## config.mk

```make
export PLATFORM = sky130hd
export DESIGN_NAME = axis_frame_sink
export DESIGN_NICKNAME = d
export VERILOG_FILES = /design/src/rtl/axis_frame_sink_pkg.sv /design/src/rtl/axis_frame_buf.sv /design/src/rtl/axis_frame_sink.sv
export SDC_FILE = /design/constraint.sdc
export NUM_CORES = 1
export LEC_CHECK = 0
export CAP_MARGIN = 20
export CORE_ASPECT_RATIO = 1.75
export CORE_MARGIN = 3
export CORE_UTILIZATION = 62
export CTS_CLUSTER_DIAMETER = 30
export CTS_CLUSTER_SIZE = 14
export DETAILED_ROUTE_END_ITERATION = 10
export PLACE_DENSITY = 0.83
export SYNTH_ARGS = -nofsm -noshare
export SYNTH_HDL_FRONTEND = slang
export SYNTH_SLANG_ARGS = --single-unit
export TNS_END_PERCENT = 1
```

## constraint.sdc

```tcl
create_clock -name S_AXIS_ACLK -period 7 [get_ports S_AXIS_ACLK]
set_clock_uncertainty 0.15 [all_clocks]
set_input_delay 1.05 -clock S_AXIS_ACLK [delete_from_list [all_inputs] [get_ports S_AXIS_ACLK]]
set_output_delay 1.05 -clock S_AXIS_ACLK [all_outputs]
set_load 0.01 [all_outputs]
```

## src/rtl/axis_frame_sink_pkg.sv

```systemverilog
// rtl/axis_frame_sink_pkg.sv - shared states, frame depth and pointer sizing for the frame sink
package axis_frame_sink_pkg;

  typedef enum logic [1:0] {
    IDLE    = 2'b00,
    RECEIVE = 2'b01,
    HOLD    = 2'b10
  } state_t;

  // Frame length produced by the upstream stream generator.
  localparam int NUMBER_OF_OUTPUT_WORDS = 8;

  function automatic int ptr_width(input int n);
    return $clog2(n + 1);
  endfunction

endpackage

```

## src/rtl/axis_frame_buf.sv

```systemverilog
// rtl/axis_frame_buf.sv - single-write/single-read register buffer with a registered read port
module axis_frame_buf #(
  parameter int DATA_W = 32,
  parameter int DEPTH  = 8,
  parameter int IW     = $clog2(DEPTH)
) (
  input  logic              clk_i,
  input  logic              resetn_i,
  input  logic              wr_en_i,
  input  logic [IW-1:0]     wr_addr_i,
  input  logic [DATA_W-1:0] wr_data_i,
  input  logic              rd_en_i,
  input  logic [IW-1:0]     rd_addr_i,
  output logic [DATA_W-1:0] rd_data_o
);

  logic [DATA_W-1:0] mem_q [DEPTH];
  logic [DATA_W-1:0] rd_data_q;

  // Storage is left unreset; only the read register is cleared.
  always_ff @(posedge clk_i) begin
    if (wr_en_i) begin
      mem_q[wr_addr_i] <= wr_data_i;
    end
  end

  always_ff @(posedge clk_i) begin
    if (!resetn_i) begin
      rd_data_q <= '0;
    end else if (rd_en_i) begin
      rd_data_q <= mem_q[rd_addr_i];
    end
  end

  assign rd_data_o = rd_data_q;

endmodule

```

## src/rtl/axis_frame_sink.sv

```systemverilog
// rtl/axis_frame_sink.sv - captures and checks one generator frame, holds it until drained
module axis_frame_sink
  import axis_frame_sink_pkg::*;
#(
  parameter int C_S_AXIS_TDATA_WIDTH  = 32,
  parameter int NUMBER_OF_INPUT_WORDS = NUMBER_OF_OUTPUT_WORDS,
  parameter int CNT_WIDTH             = 16
) (
  input  logic                                   S_AXIS_ACLK,
  input  logic                                   S_AXIS_ARESETN,
  output logic                                   S_AXIS_TREADY,
  input  logic [C_S_AXIS_TDATA_WIDTH-1:0]        S_AXIS_TDATA,
  input  logic [C_S_AXIS_TDATA_WIDTH/8-1:0]      S_AXIS_TSTRB,
  input  logic                                   S_AXIS_TLAST,
  input  logic                                   S_AXIS_TVALID,
  output logic                                   frame_ready,
  output logic [ptr_width(NUMBER_OF_INPUT_WORDS)-1:0] frame_len,
  input  logic                                   buf_rd_en,
  output logic [C_S_AXIS_TDATA_WIDTH-1:0]        buf_rd_data,
  output logic                                   buf_rd_valid,
  output logic [CNT_WIDTH-1:0]                   frame_count,
  output logic [CNT_WIDTH-1:0]                   err_count,
  output logic                                   err_sticky
);

  localparam int DW = C_S_AXIS_TDATA_WIDTH;
  localparam int PW = ptr_width(NUMBER_OF_INPUT_WORDS);
  localparam int IW = $clog2(NUMBER_OF_INPUT_WORDS);
  localparam logic [PW-1:0] LAST_PTR = PW'(NUMBER_OF_INPUT_WORDS - 1);

  state_t               state_q, state_d;
  logic [PW-1:0]        wr_ptr_q, wr_ptr_d;
  logic [PW-1:0]        rd_ptr_q, rd_ptr_d;
  logic [PW-1:0]        frame_len_q, frame_len_d;
  logic [CNT_WIDTH-1:0] frame_cnt_q, frame_cnt_d;
  logic [CNT_WIDTH-1:0] err_cnt_q, err_cnt_d;
  logic                 err_sticky_q, err_sticky_d;
  logic                 frame_err_q, frame_err_d;
  logic                 rd_valid_q;

  logic accept, pop, last_slot, close, data_err, len_err, beat_err;

  assign accept    = S_AXIS_TVALID && (state_q == RECEIVE);
  assign pop       = buf_rd_en && (state_q == HOLD);
  assign last_slot = (wr_ptr_q == LAST_PTR);
  assign close     = accept && (S_AXIS_TLAST || last_slot);
  assign data_err  = (S_AXIS_TDATA != (DW'(wr_ptr_q) + DW'(1))) || !(&S_AXIS_TSTRB);
  assign len_err   = (S_AXIS_TLAST && !last_slot) || (!S_AXIS_TLAST && last_slot);
  assign beat_err  = data_err || len_err;

  always_comb begin
    state_d      = state_q;
    wr_ptr_d     = wr_ptr_q;
    rd_ptr_d     = rd_ptr_q;
    frame_len_d  = frame_len_q;
    frame_cnt_d  = frame_cnt_q;
    err_cnt_d    = err_cnt_q;
    err_sticky_d = err_sticky_q;
    frame_err_d  = frame_err_q;
    case (state_q)
      IDLE: state_d = RECEIVE;
      RECEIVE: begin
        if (close) begin
          state_d     = HOLD;
          wr_ptr_d    = '0;
          frame_len_d = wr_ptr_q + PW'(1);
          frame_err_d = 1'b0;
          if (frame_cnt_q != '1) frame_cnt_d = frame_cnt_q + CNT_WIDTH'(1);
          // The closing beat's own error still counts toward this frame.
          if (frame_err_q || beat_err) begin
            err_sticky_d = 1'b1;
            if (err_cnt_q != '1) err_cnt_d = err_cnt_q + CNT_WIDTH'(1);
          end
        end else if (accept) begin
          wr_ptr_d    = wr_ptr_q + PW'(1);
          frame_err_d = frame_err_q || beat_err;
        end
      end
      HOLD: begin
        if (pop) begin
          if (rd_ptr_q == frame_len_q - PW'(1)) begin
            rd_ptr_d = '0;
            state_d  = RECEIVE;
          end else begin
            rd_ptr_d = rd_ptr_q + PW'(1);
          end
        end
      end
      default: state_d = IDLE;
    endcase
  end

  always_ff @(posedge S_AXIS_ACLK) begin
    if (!S_AXIS_ARESETN) begin
      state_q      <= IDLE;
      wr_ptr_q     <= '0;
      rd_ptr_q     <= '0;
      frame_len_q  <= '0;
      frame_cnt_q  <= '0;
      err_cnt_q    <= '0;
      err_sticky_q <= 1'b0;
      frame_err_q  <= 1'b0;
      rd_valid_q   <= 1'b0;
    end else begin
      state_q      <= state_d;
      wr_ptr_q     <= wr_ptr_d;
      rd_ptr_q     <= rd_ptr_d;
      frame_len_q  <= frame_len_d;
      frame_cnt_q  <= frame_cnt_d;
      err_cnt_q    <= err_cnt_d;
      err_sticky_q <= err_sticky_d;
      frame_err_q  <= frame_err_d;
      rd_valid_q   <= pop;
    end
  end

  axis_frame_buf #(
    .DATA_W (DW),
    .DEPTH  (NUMBER_OF_INPUT_WORDS),
    .IW     (IW)
  ) u_buf (
    .clk_i     (S_AXIS_ACLK),
    .resetn_i  (S_AXIS_ARESETN),
    .wr_en_i   (accept),
    .wr_addr_i (wr_ptr_q[IW-1:0]),
    .wr_data_i (S_AXIS_TDATA),
    .rd_en_i   (pop),
    .rd_addr_i (rd_ptr_q[IW-1:0]),
    .rd_data_o (buf_rd_data)
  );

  assign S_AXIS_TREADY = (state_q == RECEIVE);
  assign frame_ready   = (state_q == HOLD);
  assign frame_len     = frame_len_q;
  assign buf_rd_valid  = rd_valid_q;
  assign frame_count   = frame_cnt_q;
  assign err_count     = err_cnt_q;
  assign err_sticky    = err_sticky_q;

endmodule

```

==> Word-level counts from Yosys, hierarchy flattened <==
Memory sizes are Yosys's and may differ from the RTL's. A register that Yosys moved wholly into a read port is not among the register bits.
Cells that the tools add are included.
{ "totals": {"output_inout_bits": 72, "n_memories": 1, "latch_bits": 0, "rom_bits": 0, "ff_bits": 49, "mem_bits_rw": 256, "input_bits": 41, "elab_cells": 61} }
{ "classes": {"bitwise": 0, "div": 0, "reduce_logical": 24, "n_eq_ne": 10, "multipliers": 0, "n_shift": 0, "addsub": 6, "mux": 11, "n_lt_le_gt_ge": 0} }
{ "memory_table": {"columns": ["name", "depth", "word_bits", "read_ports", "rd_clocked_by_memory_dff", "write_ports", "line_no", "rtl"], "rows": [
  ["u_buf.mem_q", 8, 32, 1, 1, 1, "axis_frame_buf.sv:17", "logic [DATA_W-1:0] mem_q [DEPTH];"]
]} }
{ "op_table": {"columns": ["cell", "n"], "rows": [
  ["adder 16 x 1 -> 16 bit (second input constant)", 2],
  ["inequality test 16 bit (second input constant)", 2],
  ["inequality test 32 x 5 -> 1 bit", 1],
  ["2-to-1 mux 4 bit", 3],
  ["AND reduction 3 bit", 3],
  ["adder 4 x 1 -> 4 bit (second input constant)", 2],
  ["AND reduction 4 bit", 2],
  ["2-to-1 mux 2 bit", 3],
  ["inequality test 2 x 1 -> 1 bit (second input constant)", 3],
  ["one-hot mux 2 bit (3 select lines)", 1],
  ["AND reduction 2 bit", 3],
  ["adder 4 x 1 -> 5 bit (second input constant)", 1],
  ["logical AND 1 bit", 5],
  ["logical OR 1 bit", 5],
  ["equality test 4 x 3 -> 1 bit (second input constant)", 1],
  ["equality test 4 bit", 1],
  ["logical NOT 1 bit", 4],
  ["2-to-1 mux 1 bit", 4],
  ["subtractor 4 x 1 -> 4 bit (second input constant)", 1],
  ["equality test 2 x 1 -> 1 bit (second input constant)", 1],
  ["equality test 2 bit (second input constant)", 1],
  ["logical NOT 2 bit", 1],
  ["nonzero test 2 bit", 1]
]} }

==> Logic depth before layout (Yosys ltp) <==
Gate-level depths: netlist of run 1.
{ "logic_depth": {"depth_word": 8, "depth_mapped": 10, "ltp_nobuf": 9} }

==> Cells and area by module <==
Synthesis of run 1 repeated with hierarchy kept, for this count alone.
{ "hier_totals": {"hier_cells": 910, "area_unflattened_um2": 13411.6} }
{ "by_module_without_submodules": {"columns": ["module", "seq_area_each_um2", "cells_per_inst", "n_inst", "area_per_inst_um2"], "rows": [
  ["axis_frame_buf", 8328.0, 598, 1, 10834.1],
  ["axis_frame_sink", 980.9, 312, 1, 2577.5]
]} }

==> Worst setup path after synthesis of run 1 <==
Ideal clock, no wire load.
{ "synth_path": {"path_kind": "input to register", "start": "input port S_AXIS_TVALID", "end": "memory u_buf.mem_q[0][0], enable pin", "t_arrival_ps": 4343, "setup_time_ps": 502, "slack_ps": 2005, "t_required_ps": 6348, "path_stages": 2, "n_path_buf": 0, "path_cell_list": "nand3b_1 -> nor4_1"} }
{ "synth_between": {"elab_chain_len": 3} }
{ "synth_lines": {"columns": ["item", "line_no", "rtl"], "rows": [
  ["start, declared", "axis_frame_sink.sv:15", "input logic S_AXIS_TVALID,"],
  ["logical AND 1 bit", "axis_frame_sink.sv:43", "assign accept = S_AXIS_TVALID && (state_q == RECEIVE);"],
  ["2-to-1 mux 1 bit", "axis_frame_buf.sv:22", "if (wr_en_i) begin"],
  ["2-to-1 mux 1 bit (not written as such)", "axis_frame_buf.sv:23", "mem_q[wr_addr_i] <= wr_data_i;"],
  ["end, declared", "axis_frame_buf.sv:17", null]
]} }
Every way passes these cells.

==> Worst setup path in the final report of run 1 <==
{ "layout_path": {"start": "input port S_AXIS_TDATA[21]", "end": "register err_cnt_q[12], in the netlist err_count[12]"} }
{ "layout_between": {"elab_chain_len": 5} }
{ "layout_lines": {"columns": ["item", "line_no", "rtl"], "rows": [
  ["start, declared", "axis_frame_sink.sv:12", "input logic [C_S_AXIS_TDATA_WIDTH-1:0] S_AXIS_TDATA,"],
  ["inequality test 32 x 5 -> 1 bit", "axis_frame_sink.sv:47", "assign data_err = (S_AXIS_TDATA != (DW'(wr_ptr_q) + DW'(1))) || !(&S_AXIS_TSTRB);"],
  ["logical OR 1 bit", "axis_frame_sink.sv:47", null],
  ["logical OR 1 bit", "axis_frame_sink.sv:49", "assign beat_err = data_err || len_err;"],
  ["logical OR 1 bit", "axis_frame_sink.sv:70", "if (frame_err_q || beat_err) begin"],
  ["AND reduction 4 bit (no line)", null, null],
  ["end signal, assigned", "axis_frame_sink.sv:110", "err_cnt_q <= err_cnt_d;"],
  ["end, declared", "axis_frame_sink.sv:36", "logic [CNT_WIDTH-1:0] err_cnt_q, err_cnt_d;"]
]} }
Every way passes these cells.
A chain may end at the register's enable or synchronous reset.

==> flow_summary.ini, run 1 <==
[pwr]
internal-power_mw = 3.524
power.total_mw = 4.442
power_frac_seq = 0.492
combinationalPowerShare = 0.035
power-per-cell-area_nw_per_um2 = 277.2
power.share.clock = 0.473
power.leakage_nw = 5.008
netSwitchingPower_mw = 0.9178
power_switching_share = 0.2066
power.ir.vdd_worst_v = 0.0002140

[cts]
cts_clk_pin_slew_worst_paths_ns = 0.06
cts-hold-fix-buffers = 0
cts_sinks = 337
htree_levels = 2
tritoncts = done
cts_repair_resize_count = 0
clkLatencyLatePin_ns = 0.52
clock-root-buffer = clkbuf_16
tritoncts.num_buffers = 40
deepest_clock_path_buffer_count = 3
cts_setup_buffers = 0

[critical_path]
worst-endpoint-arrival_ns = 3.73
critPathMostFrequentCell = nor4_1
cp.required_ns = 7.25
timing_worst_setup_path_type = in2reg
critical_path.endpoint_type = flop
crit_path_max_fanout = 20
timing.critical_path.buf_inv = 2
rr_startpoint = wr_ptr_q[0]$_SDFFE_PN0P_
cp_cell_sequence = clkdlybuf4s50_1 -> nor4_1 -> nand4_1 -> nor4_1 -> nor4b_2 -> buf_4 -> nor4_1 -> o221a_2
critical_path.max_stage_delay_ns = 0.63
worst_path_dominant_cell_family = simple AND/OR/NAND/NOR gates
startpoint = S_AXIS_TDATA[21]
crit_path_top_delay_cell = nor4_1
timing.critical_path.from_type = input port

[floorplanning]
io-pin-count = 113
num_rows = 70
die_w_um = 116.6
dieHeight_um = 199.5
initial_utilization = 0.6338
dieArea_um2 = 23260
coreArea_um2 = 20930

[synthesis]
post_synth_edffs = 256
synthArstFlopShare = 0
synth_compound_area_frac = 0.03357
netlist-cell-type-count = 47
yosys_register_bits = 337
synth_simple_gate_area_frac = 0.08025
xor_and_xnor_fraction_of_the_mapped_netlist_area = 0.01716
syn-instance-count = 814
synth.yosys.warnings = 0
synth_top_family_by_area = multiplexers
mappedNetlistArea_um2 = 13270
synth_area_leader_cell = edfxtp_1
syn-num-nets = 861
synth.yosys.seq_area_share = 0.7016
synthDominantCellAreaShare = 0.5794
synth_area_leaders = edfxtp_1 (58%), dfxtp_1 (12%), mux4_2 (11%), mux2i_1 (3.5%), nor2_1 (2.0%)
synth_area_per_cell_um2 = 16.30
dominantRegCellSynth = edfxtp_1
synth_mux_area_frac = 0.1433
post_synth_fa_ha_maj_area_fraction = 0.005658

[placed_design]
placedCellCount = 1148
gpl.final_weighted_congestion = 0.8437
place.port_buffers = 112
dp_hpwl_um = 15600

[worst_hold_path]
critical_hold_path_startpoint = err_sticky$_SDFFE_PN0P_
hold_path_class = reg2reg

[sta]
timing.slew.headroom = 0.3403
maxClockFrequency_ghz = 0.2880
timing.final.setup_violations = 0
report.final.slew_viol_count = 0
finalHoldViolations = 0
min_period_ns = 3.472
final.setup.tns_ns = 0
final.period_utilization = 0.4961
worst_slew_pin_slew_ns = 0.9865
unrepaired_setup_endpoints_after_global_routing = no

[grt]
grt.total_usage = 0.2548
grt_pass1_wl_um = 44130
grt_overflow_total = 0
grt_max_degree = 68
antenna_violations_before_repair = 0
grt_pass1_vias = 7845

[drt]
route.antenna.remaining_nets = 0
route.detailed.wl_per_inst_um = 23.43
post_drt_via_cell_ratio = 6.293
dr.pass1.iters = 5
initialDrtViolationCount = 689
drcViolationCount = 0
detailroute.via_count = 7671
routed_wire_length_um = 28570

[finish]
antenna_cells_inserted = 0
drive_above_1_share = 0.1634
layout.cells.non_filler = 1219
design.final.nets = 985
area.growth.synth_to_final_pct = 20.79

[run_status]
run_status = complete, no violations

[flow_run]
drv.max_cap_violation_count = 0
[worst register-to-register path: stages, from the launching register on]
cell      delay (ns)
dfxtp_1         0.65
ha_1            0.42
nand3b_1        0.12
ha_1            0.26
inv_1           0.10
nand2_1         0.35
nor4b_1         0.75
nand3_1         0.20
xor2_1          0.18
nor2_1          0.05
[synth_stat cells, types with 6 or more instances]
| cell type | instances |
|---|---|
| nand2_1 | 43 |
| mux4_2 | 64 |
| mux2i_1 | 46 |
| xnor2_1 | 13 |
| edfxtp_1 | 256 |
| clkbuf_1 | 24 |
| nor2_1 | 72 |
| nand4_1 | 13 |
| and3_1 | 6 |
| nor4_1 | 12 |
| a211oi_1 | 35 |
| buf_2 | 11 |
| dfxtp_1 | 81 |
| nor3_1 | 17 |
| nand3_1 | 15 |
| inv_1 | 8 |
| a21oi_1 | 13 |
| o21ai_0 | 6 |
| ha_1 | 6 |
| nand2b_1 | 15 |
| xor2_1 | 13 |
[final timing paths]
| check | cells after the start | slack [ns] | end |
|---|---|---|---|
| worst max-delay path | 8 | 3.53 | err_count[12]$_SDFFE_PN0P_ |
| worst min-delay path | 2 | 0.34 | err_sticky$_SDFFE_PN0P_ |
| worst max register to register | 9 | 3.64 | frame_count[15]$_SDFFE_PN0P_ |
| worst min register to register | 2 | 0.34 | err_sticky$_SDFFE_PN0P_ |
[layer usage]
metal | GRT usage | routed length, um | up-vias | share of wire
li1 | - | - | 3426 | -
met1 | 0.3105 | 10360 | 3849 | 0.36
met2 | 0.4439 | 15450 | 328 | 0.54
met3 | 0.04636 | 1788 | 68 | 0.063
met4 | 0.1088 | 970 | 0 | 0.034
met5 | 0 | 0 | - | 0
[cells by family after synthesis]
group                    after synthesis
flip-flops                           337
AND/OR/NAND/NOR                      216
multiplexers                         110
AO/OA/AOI/OAI                         64
buffers and inverters                 55
XOR/XNOR                              26
adder cells (fa/ha/maj)                6
[per-stage QoR]
step | instance area, um2 | setup WS [ns] | util | hold slack, ns
2_1_floorplan | 13270 | 2.005 | - | 0.2891
3_3_place_gp | 14660 | 3.097 | 0.7002 | 0.2939
3_5_place_dp | 14660 | 3.071 | 0.7005 | 0.2945
4_1_cts | 16030 | 3.581 | 0.7656 | 0.3245
5_1_grt | 16030 | 3.328 | 0.7656 | 0.3461
6_report | 16030 | 3.528 | 0.7656 | 0.3351
[cells in the final DEF (no fill, tap or decap), types with 3 or more instances in the layout]
cell type	Yosys	final
a211oi_1	35	35
a21oi_1	13	13
and3_1	6	6
buf_4	4	15
bufinv_16	0	5
clkbuf_1	24	6
clkbuf_16	0	41
clkdlybuf4s50_1	0	112
clkinv_2	0	3
clkinv_4	0	3
dfxtp_1	81	78
edfxtp_1	256	256
ha_1	6	6
inv_1	8	8
inv_8	0	6
mux2i_1	46	46
mux4_2	64	64
nand2_1	43	43
nand2b_1	15	15
nand3_1	15	15
nand4_1	13	13
nor2_1	72	69
nor2_4	0	3
nor2b_1	3	3
nor3_1	17	14
nor3_2	0	3
nor4_1	12	11
nor4b_1	3	3
o21ai_0	6	6
or3_1	3	3
xnor2_1	13	13
xor2_1	13	13
[area by class of cell]
type	instances	area, um2
multi-input combinational	422	3760
inverter	9	33.78
clock inverter	24	315.3
timing repair buffer	128	1239
tap	252	315.3
sequential	337	9315
clock buffer	47	1049
fill	1141	4906
[registers in the layout (all words and copies together), names as in the netlist]
signal and cells:
u_buf.rd_data_o 32, frame_len 4, state_q 2, err_sticky 1
frame_count 16, frame_err_q 1, buf_rd_valid 1, wr_ptr_q 4
err_count 16, rd_ptr_q 4, u_buf.mem_q 256
[power by group through the flow]
stage          sequential (mW)  clock [mW]  combinational [mW]
6_report                  2.19        2.10               0.153
3_3_place_gp              2.23           0               0.149
5_1_grt                   2.19        2.22               0.167
3_5_place_dp              2.23           0               0.153
2_1_floorplan             2.23           0              0.0731
4_1_cts                   2.19        2.14               0.155
(Power assumes the default switching activity.)
==> run 2, diff against run 1 <==
--- a/config.mk
+++ b/config.mk
@@ -8,11 +8,11 @@
 export CAP_MARGIN = 20
 export CORE_ASPECT_RATIO = 1.75
 export CORE_MARGIN = 3
-export CORE_UTILIZATION = 62
+export CORE_UTILIZATION = 52
 export CTS_CLUSTER_DIAMETER = 30
 export CTS_CLUSTER_SIZE = 14
 export DETAILED_ROUTE_END_ITERATION = 10
-export PLACE_DENSITY = 0.83
+export PLACE_DENSITY = 0.74
 export SYNTH_ARGS = -nofsm -noshare
 export SYNTH_HDL_FRONTEND = slang
 export SYNTH_SLANG_ARGS = --single-unit
==> constraint.sdc (replaced) <==
create_clock -name S_AXIS_ACLK -period 3.1 [get_ports S_AXIS_ACLK]
set_clock_uncertainty 0.15 [all_clocks]
set_input_delay 0.465 -clock S_AXIS_ACLK [delete_from_list [all_inputs] [get_ports S_AXIS_ACLK]]
set_output_delay 0.465 -clock S_AXIS_ACLK [all_outputs]
set_load 0.01 [all_outputs]
==> flow_summary.ini, run 2 (same netlist as run 1, synthesis figures left out) <==
[run_status]
run_status = complete, no violations

[sta]
min_period_ns = 2.647
unrepaired_setup_endpoints_after_global_routing = no
timing.slew.headroom = 0.5792
timing.final.setup_violations = 0
maxClockFrequency_ghz = 0.3777
worst_slew_pin_slew_ns = 0.6254
final.period_utilization = 0.8540
report.final.slew_viol_count = 0
finalHoldViolations = 0

[finish]
most_flops_register = u_buf.mem_q
multiInputGateArea_um2 = 3769
final.fill_count = 1676
commonest_cells_after_routing_fill_and_taps_aside = edfxtp_1 (256), clkdlybuf4s50_1 (112), dfxtp_1 (78)
max_reg_flops = 256
final_design_area_no_fill_um2 = 16820
area.sequential_um2 = 9315
commonest_non_fill_non_tap_cell_in_the_layout = edfxtp_1
design.final.nets = 1038
drive_above_1_share = 0.2144
area.growth.synth_to_final_pct = 26.77

[pwr]
internal-power_mw = 8.332
netSwitchingPower_mw = 2.273
power.ir.vdd_worst_v = 0.0005161
combinationalPowerShare = 0.038
power_switching_share = 0.2143
power.total_mw = 10.61
power-per-cell-area_nw_per_um2 = 630.5
power_frac_seq = 0.465
power.share.clock = 0.497
power.leakage_nw = 5.381

[cts]
cts_clk_pin_slew_worst_paths_ns = 0.06
cts_setup_buffers = 0
clock-root-buffer = clkbuf_16
tritoncts.num_buffers = 44
deepest_clock_path_buffer_count = 3
tritoncts = done
htree_levels = 2
cts-hold-fix-buffers = 0
cts_sinks = 337
clkLatencyLatePin_ns = 0.55
cts_repair_resize_count = 0

[critical_path]
critPathMostFrequentCell = ha_1
startpoint = wr_ptr_q[0]$_SDFFE_PN0P_
crit_path_max_fanout = 16
timing.critical_path.buf_inv = 1
worst-endpoint-arrival_ns = 2.92
timing.critical_path.from_type = flop
worst_path_dominant_cell_family = simple AND/OR/NAND/NOR gates
cp.required_ns = 3.37
crit_path_top_delay_cell = or4_1
rr_startpoint = wr_ptr_q[0]$_SDFFE_PN0P_
timing_worst_setup_path_type = reg2reg
cp_cell_sequence = ha_1 -> nand3b_1 -> ha_1 -> or4_1 -> nor4_1 -> nor4b_2 -> buf_4 -> and4b_1 -> mux2i_1
critical_path.max_stage_delay_ns = 0.39
critical_path.endpoint_type = flop

[drt]
route.antenna.remaining_nets = 0
routed_wire_length_um = 29300
dr.pass1.iters = 5
post_drt_via_cell_ratio = 5.798
initialDrtViolationCount = 410
drcViolationCount = 0
detailroute.via_count = 7764
route.detailed.wl_per_inst_um = 21.88

[floorplanning]
coreArea_um2 = 24910
num_rows = 76
dieArea_um2 = 27540
initial_utilization = 0.5325
io-pin-count = 113
dieHeight_um = 217.3
die_w_um = 126.7

[worst_hold_path]
hold_path_class = reg2reg
critical_hold_path_startpoint = err_sticky$_SDFFE_PN0P_

[grt]
grt_max_degree = 54
grt_overflow_total = 0
grt.total_usage = 0.2159
antenna_violations_before_repair = 0
grt_pass1_vias = 8103
grt_pass1_wl_um = 45600

[placed_design]
place_area_um2 = 15250
place.port_buffers = 112
dp_hpwl_um = 17350
gpl.final_weighted_congestion = 0.7905

[flow_run]
drv.max_cap_violation_count = 0
==> run 2: path summary, 6_finish.rpt <==
kind                                             endpoint  slack, ns  depth (start not counted)
worst max-delay path            err_count[3]$_SDFFE_PN0P_       0.45                          9
worst min-delay path              err_sticky$_SDFFE_PN0P_       0.31                          2
worst max register to register  err_count[3]$_SDFFE_PN0P_       0.45                          9
worst min register to register    err_sticky$_SDFFE_PN0P_       0.31                          2
==> run 2: layout make-up <==
| cell class | count | area share |
|---|---|---|
| flip-flops and latches | 337 | 0.5538 |
| multi-input cells | 422 | 0.2241 |
| repair buffers | 177 | 0.1038 |
| clock buffers | 51 | 0.07015 |
| well taps | 312 | 0.02321 |
| clock inverters | 30 | 0.02276 |
| inverters | 9 | 0.002008 |
| diodes | 1 | 0.0001488 |
==> run 2: worst min-delay path, stage by stage (launching register included) <==
cell and delay [ns]:
dfxtp_1 0.31, inv_1 0.05, a21oi_1 0.05
==> run 2: routing by layer <==
layer	vias to the layer above	track usage	routed length, um
met4	0	0.08590	1017
met5	-	0	0
met2	247	0.3838	15500
met3	62	0.04052	1576
li1	3541	-	-
met1	3914	0.2580	11210
==> run 2: power groups by stage <==
stage               Combinational [mW]  Clock [mW]  Sequential [mW]
floorplan                        0.166           0             5.03
global placement                 0.394           0             5.02
detailed placement               0.403           0             5.02
CTS                              0.406        5.35             4.93
global route                     0.433        5.55             4.93
finish                           0.400        5.27             4.93
==> run 2: metrics by stage <==
step                      worst slack, ns  std cells    util  hold slack, ns  setup TNS [ns]
final                              0.4525       1339  0.6751          0.3072               0
after global routing               0.1190       1338  0.6750          0.3378               0
after CTS                          0.4329       1338  0.6750          0.3140               0
after detailed placement          0.04102       1257  0.6123          0.2913               0
after global placement            0.08734       1257  0.6123          0.2877               0
after floorplan                   -0.5636        814       -          0.2891          -47.97
==> run 3, diff against run 2 <==
==> constraint.sdc (replaced) <==
create_clock -name S_AXIS_ACLK -period 3.1 [get_ports S_AXIS_ACLK]
set_clock_uncertainty 0.15 [all_clocks]
set_input_delay 0.31 -clock S_AXIS_ACLK [delete_from_list [all_inputs] [get_ports S_AXIS_ACLK]]
set_output_delay 0.31 -clock S_AXIS_ACLK [all_outputs]
set_load 0.01 [all_outputs]
==> flow_summary.ini, run 3 (same netlist as run 1, synthesis figures left out) <==
[cts]
htree_levels = 2
clkLatencyLatePin_ns = 0.54
cts_clk_pin_slew_worst_paths_ns = 0.06
tritoncts = done
cts-hold-fix-buffers = 0
cts_repair_resize_count = 0
cts_setup_buffers = 0
clock-root-buffer = clkbuf_16
deepest_clock_path_buffer_count = 3
cts_sinks = 337
tritoncts.num_buffers = 42

[critical_path]
timing_worst_setup_path_type = reg2reg
cp_cell_sequence = ha_1 -> nand3b_1 -> ha_1 -> or4_1 -> nor4_1 -> nor4b_2 -> buf_4 -> buf_4 -> o21bai_1 -> o211a_1
worst-endpoint-arrival_ns = 3.02
critical_path.endpoint_type = flop
crit_path_max_fanout = 12
critical_path.max_stage_delay_ns = 0.40
cp.required_ns = 3.36
crit_path_top_delay_cell = or4_1
timing.critical_path.from_type = flop

[grt]
grt_pass1_wl_um = 45040
antenna_violations_before_repair = 0
grt_max_degree = 53
grt_overflow_total = 0
grt.total_usage = 0.2126
grt_pass1_vias = 8034

[finish]
final.fill_count = 1710
multiInputGateArea_um2 = 3769
commonest_cells_after_routing_fill_and_taps_aside = edfxtp_1 (256), clkdlybuf4s50_1 (112), dfxtp_1 (78)
antenna_cells_inserted = 0
max_reg_flops = 256
area.sequential_um2 = 9315
drive_above_1_share = 0.1982
commonest_non_fill_non_tap_cell_in_the_layout = edfxtp_1
most_flops_register = u_buf.mem_q
design.final.nets = 1023
final_design_area_no_fill_um2 = 16620
area.growth.synth_to_final_pct = 25.29

[sta]
maxClockFrequency_ghz = 0.3630
timing.final.setup_violations = 0
timing.slew.headroom = 0.4899
fin_worst_hold_slack_ns = 0.2547
finalHoldViolations = 0
final_critical_path_setup_slack_ns = 0.3448
worst_slew_pin_slew_ns = 0.7582
final.period_utilization = 0.8888
min_period_ns = 2.755
unrepaired_setup_endpoints_after_global_routing = no
report.final.slew_viol_count = 0
final.setup.tns_ns = 0

[drt]
routed_wire_length_um = 28970
detailroute.via_count = 7726
route.antenna.remaining_nets = 0
route.detailed.wl_per_inst_um = 21.93
initialDrtViolationCount = 487
drcViolationCount = 0
dr.pass1.iters = 4
post_drt_via_cell_ratio = 5.849

[floorplanning]
initial_utilization = 0.5325
coreArea_um2 = 24910
die_w_um = 126.7
num_rows = 76
dieArea_um2 = 27540
io-pin-count = 113
dieHeight_um = 217.3

[placed_design]
place_area_um2 = 15140
gpl.final_weighted_congestion = 0.7838
place.port_buffers = 112
dp_hpwl_um = 17660
placement_stage_worst_setup_slack_ns = 0.2453

[flow_run]
drv.max_cap_violation_count = 0

[pwr]
power.total_mw = 10.36
power.leakage_nw = 5.273
power.ir.vdd_worst_v = 0.0005352
power-per-cell-area_nw_per_um2 = 623.3

[run_status]
run_status = complete, no violations

[worst_hold_path]
hold_path_class = in2reg
==> run 3: cell types whose count changed in the layout (fill, tap and decap cells not counted), sizes merged <==
cell	previous run	this run
buf	65	52
inv	22	16
clkbuf	51	48
clkinv	10	13
bufinv	5	6
clkinvlp	2	3
diode	1	0
==> run 3: layout make-up <==
class,instances,area share
Clock buffer,48,0.06706
Multi-Input combinational cell,422,0.2267
Timing Repair Buffer,164,0.09845
Tap cell,312,0.02348
Inverter,9,0.002032
Clock inverter,29,0.02190
Sequential cell,337,0.5604
==> run 3: worst paths after layout <==
path                                               start                      endpoint  slack [ns]  depth (start not counted)
worst max-delay path            wr_ptr_q[1]$_SDFFE_PN0P_    err_count[15]$_SDFFE_PN0P_        0.34                         10
worst min register to register   err_sticky$_SDFFE_PN0P_       err_sticky$_SDFFE_PN0P_        0.31                          2
worst max register to register  wr_ptr_q[1]$_SDFFE_PN0P_    err_count[15]$_SDFFE_PN0P_        0.34                         10
worst min-delay path                    S_AXIS_TDATA[18]  u_buf.mem_q[0][18]$_DFFE_PP_        0.25                          1
==> run 3: critical path, delay by kind of cell (launching register included) <==
| kind | cells | cell delay [ns] |
|---|---|---|
| simple gates | 4 | 0.97 |
| flops | 1 | 0.33 |
| buf+inv | 2 | 0.39 |
| compound gates | 2 | 0.21 |
| fa+ha+maj | 2 | 0.58 |
==> run 3: per-layer routing <==
| metal | up-vias | wire, um | global-route usage |
|---|---|---|---|
| met5 | - | 0 | 0 |
| met4 | 0 | 990 | 0.08590 |
| met3 | 58 | 1570 | 0.03880 |
| met2 | 271 | 15190 | 0.3685 |
| met1 | 3875 | 11220 | 0.2634 |
| li1 | 3522 | - | - |
==> run 3: power breakdown <==
| part | internal, mW | switching (mW) |
|---|---|---|
| sequential | 4.91 | 0.0257 |
| combinational | 0.179 | 0.206 |
| clock | 3.14 | 1.91 |
| total | 8.22 | 2.14 |
==> run 3: through the flow <==
stage | utilization | instances
final | 0.6672 | 1321
after global routing | 0.6672 | 1321
after CTS | 0.6672 | 1321
after detailed placement | 0.6079 | 1244
after global placement | 0.6079 | 1244
after floorplan | - | 814
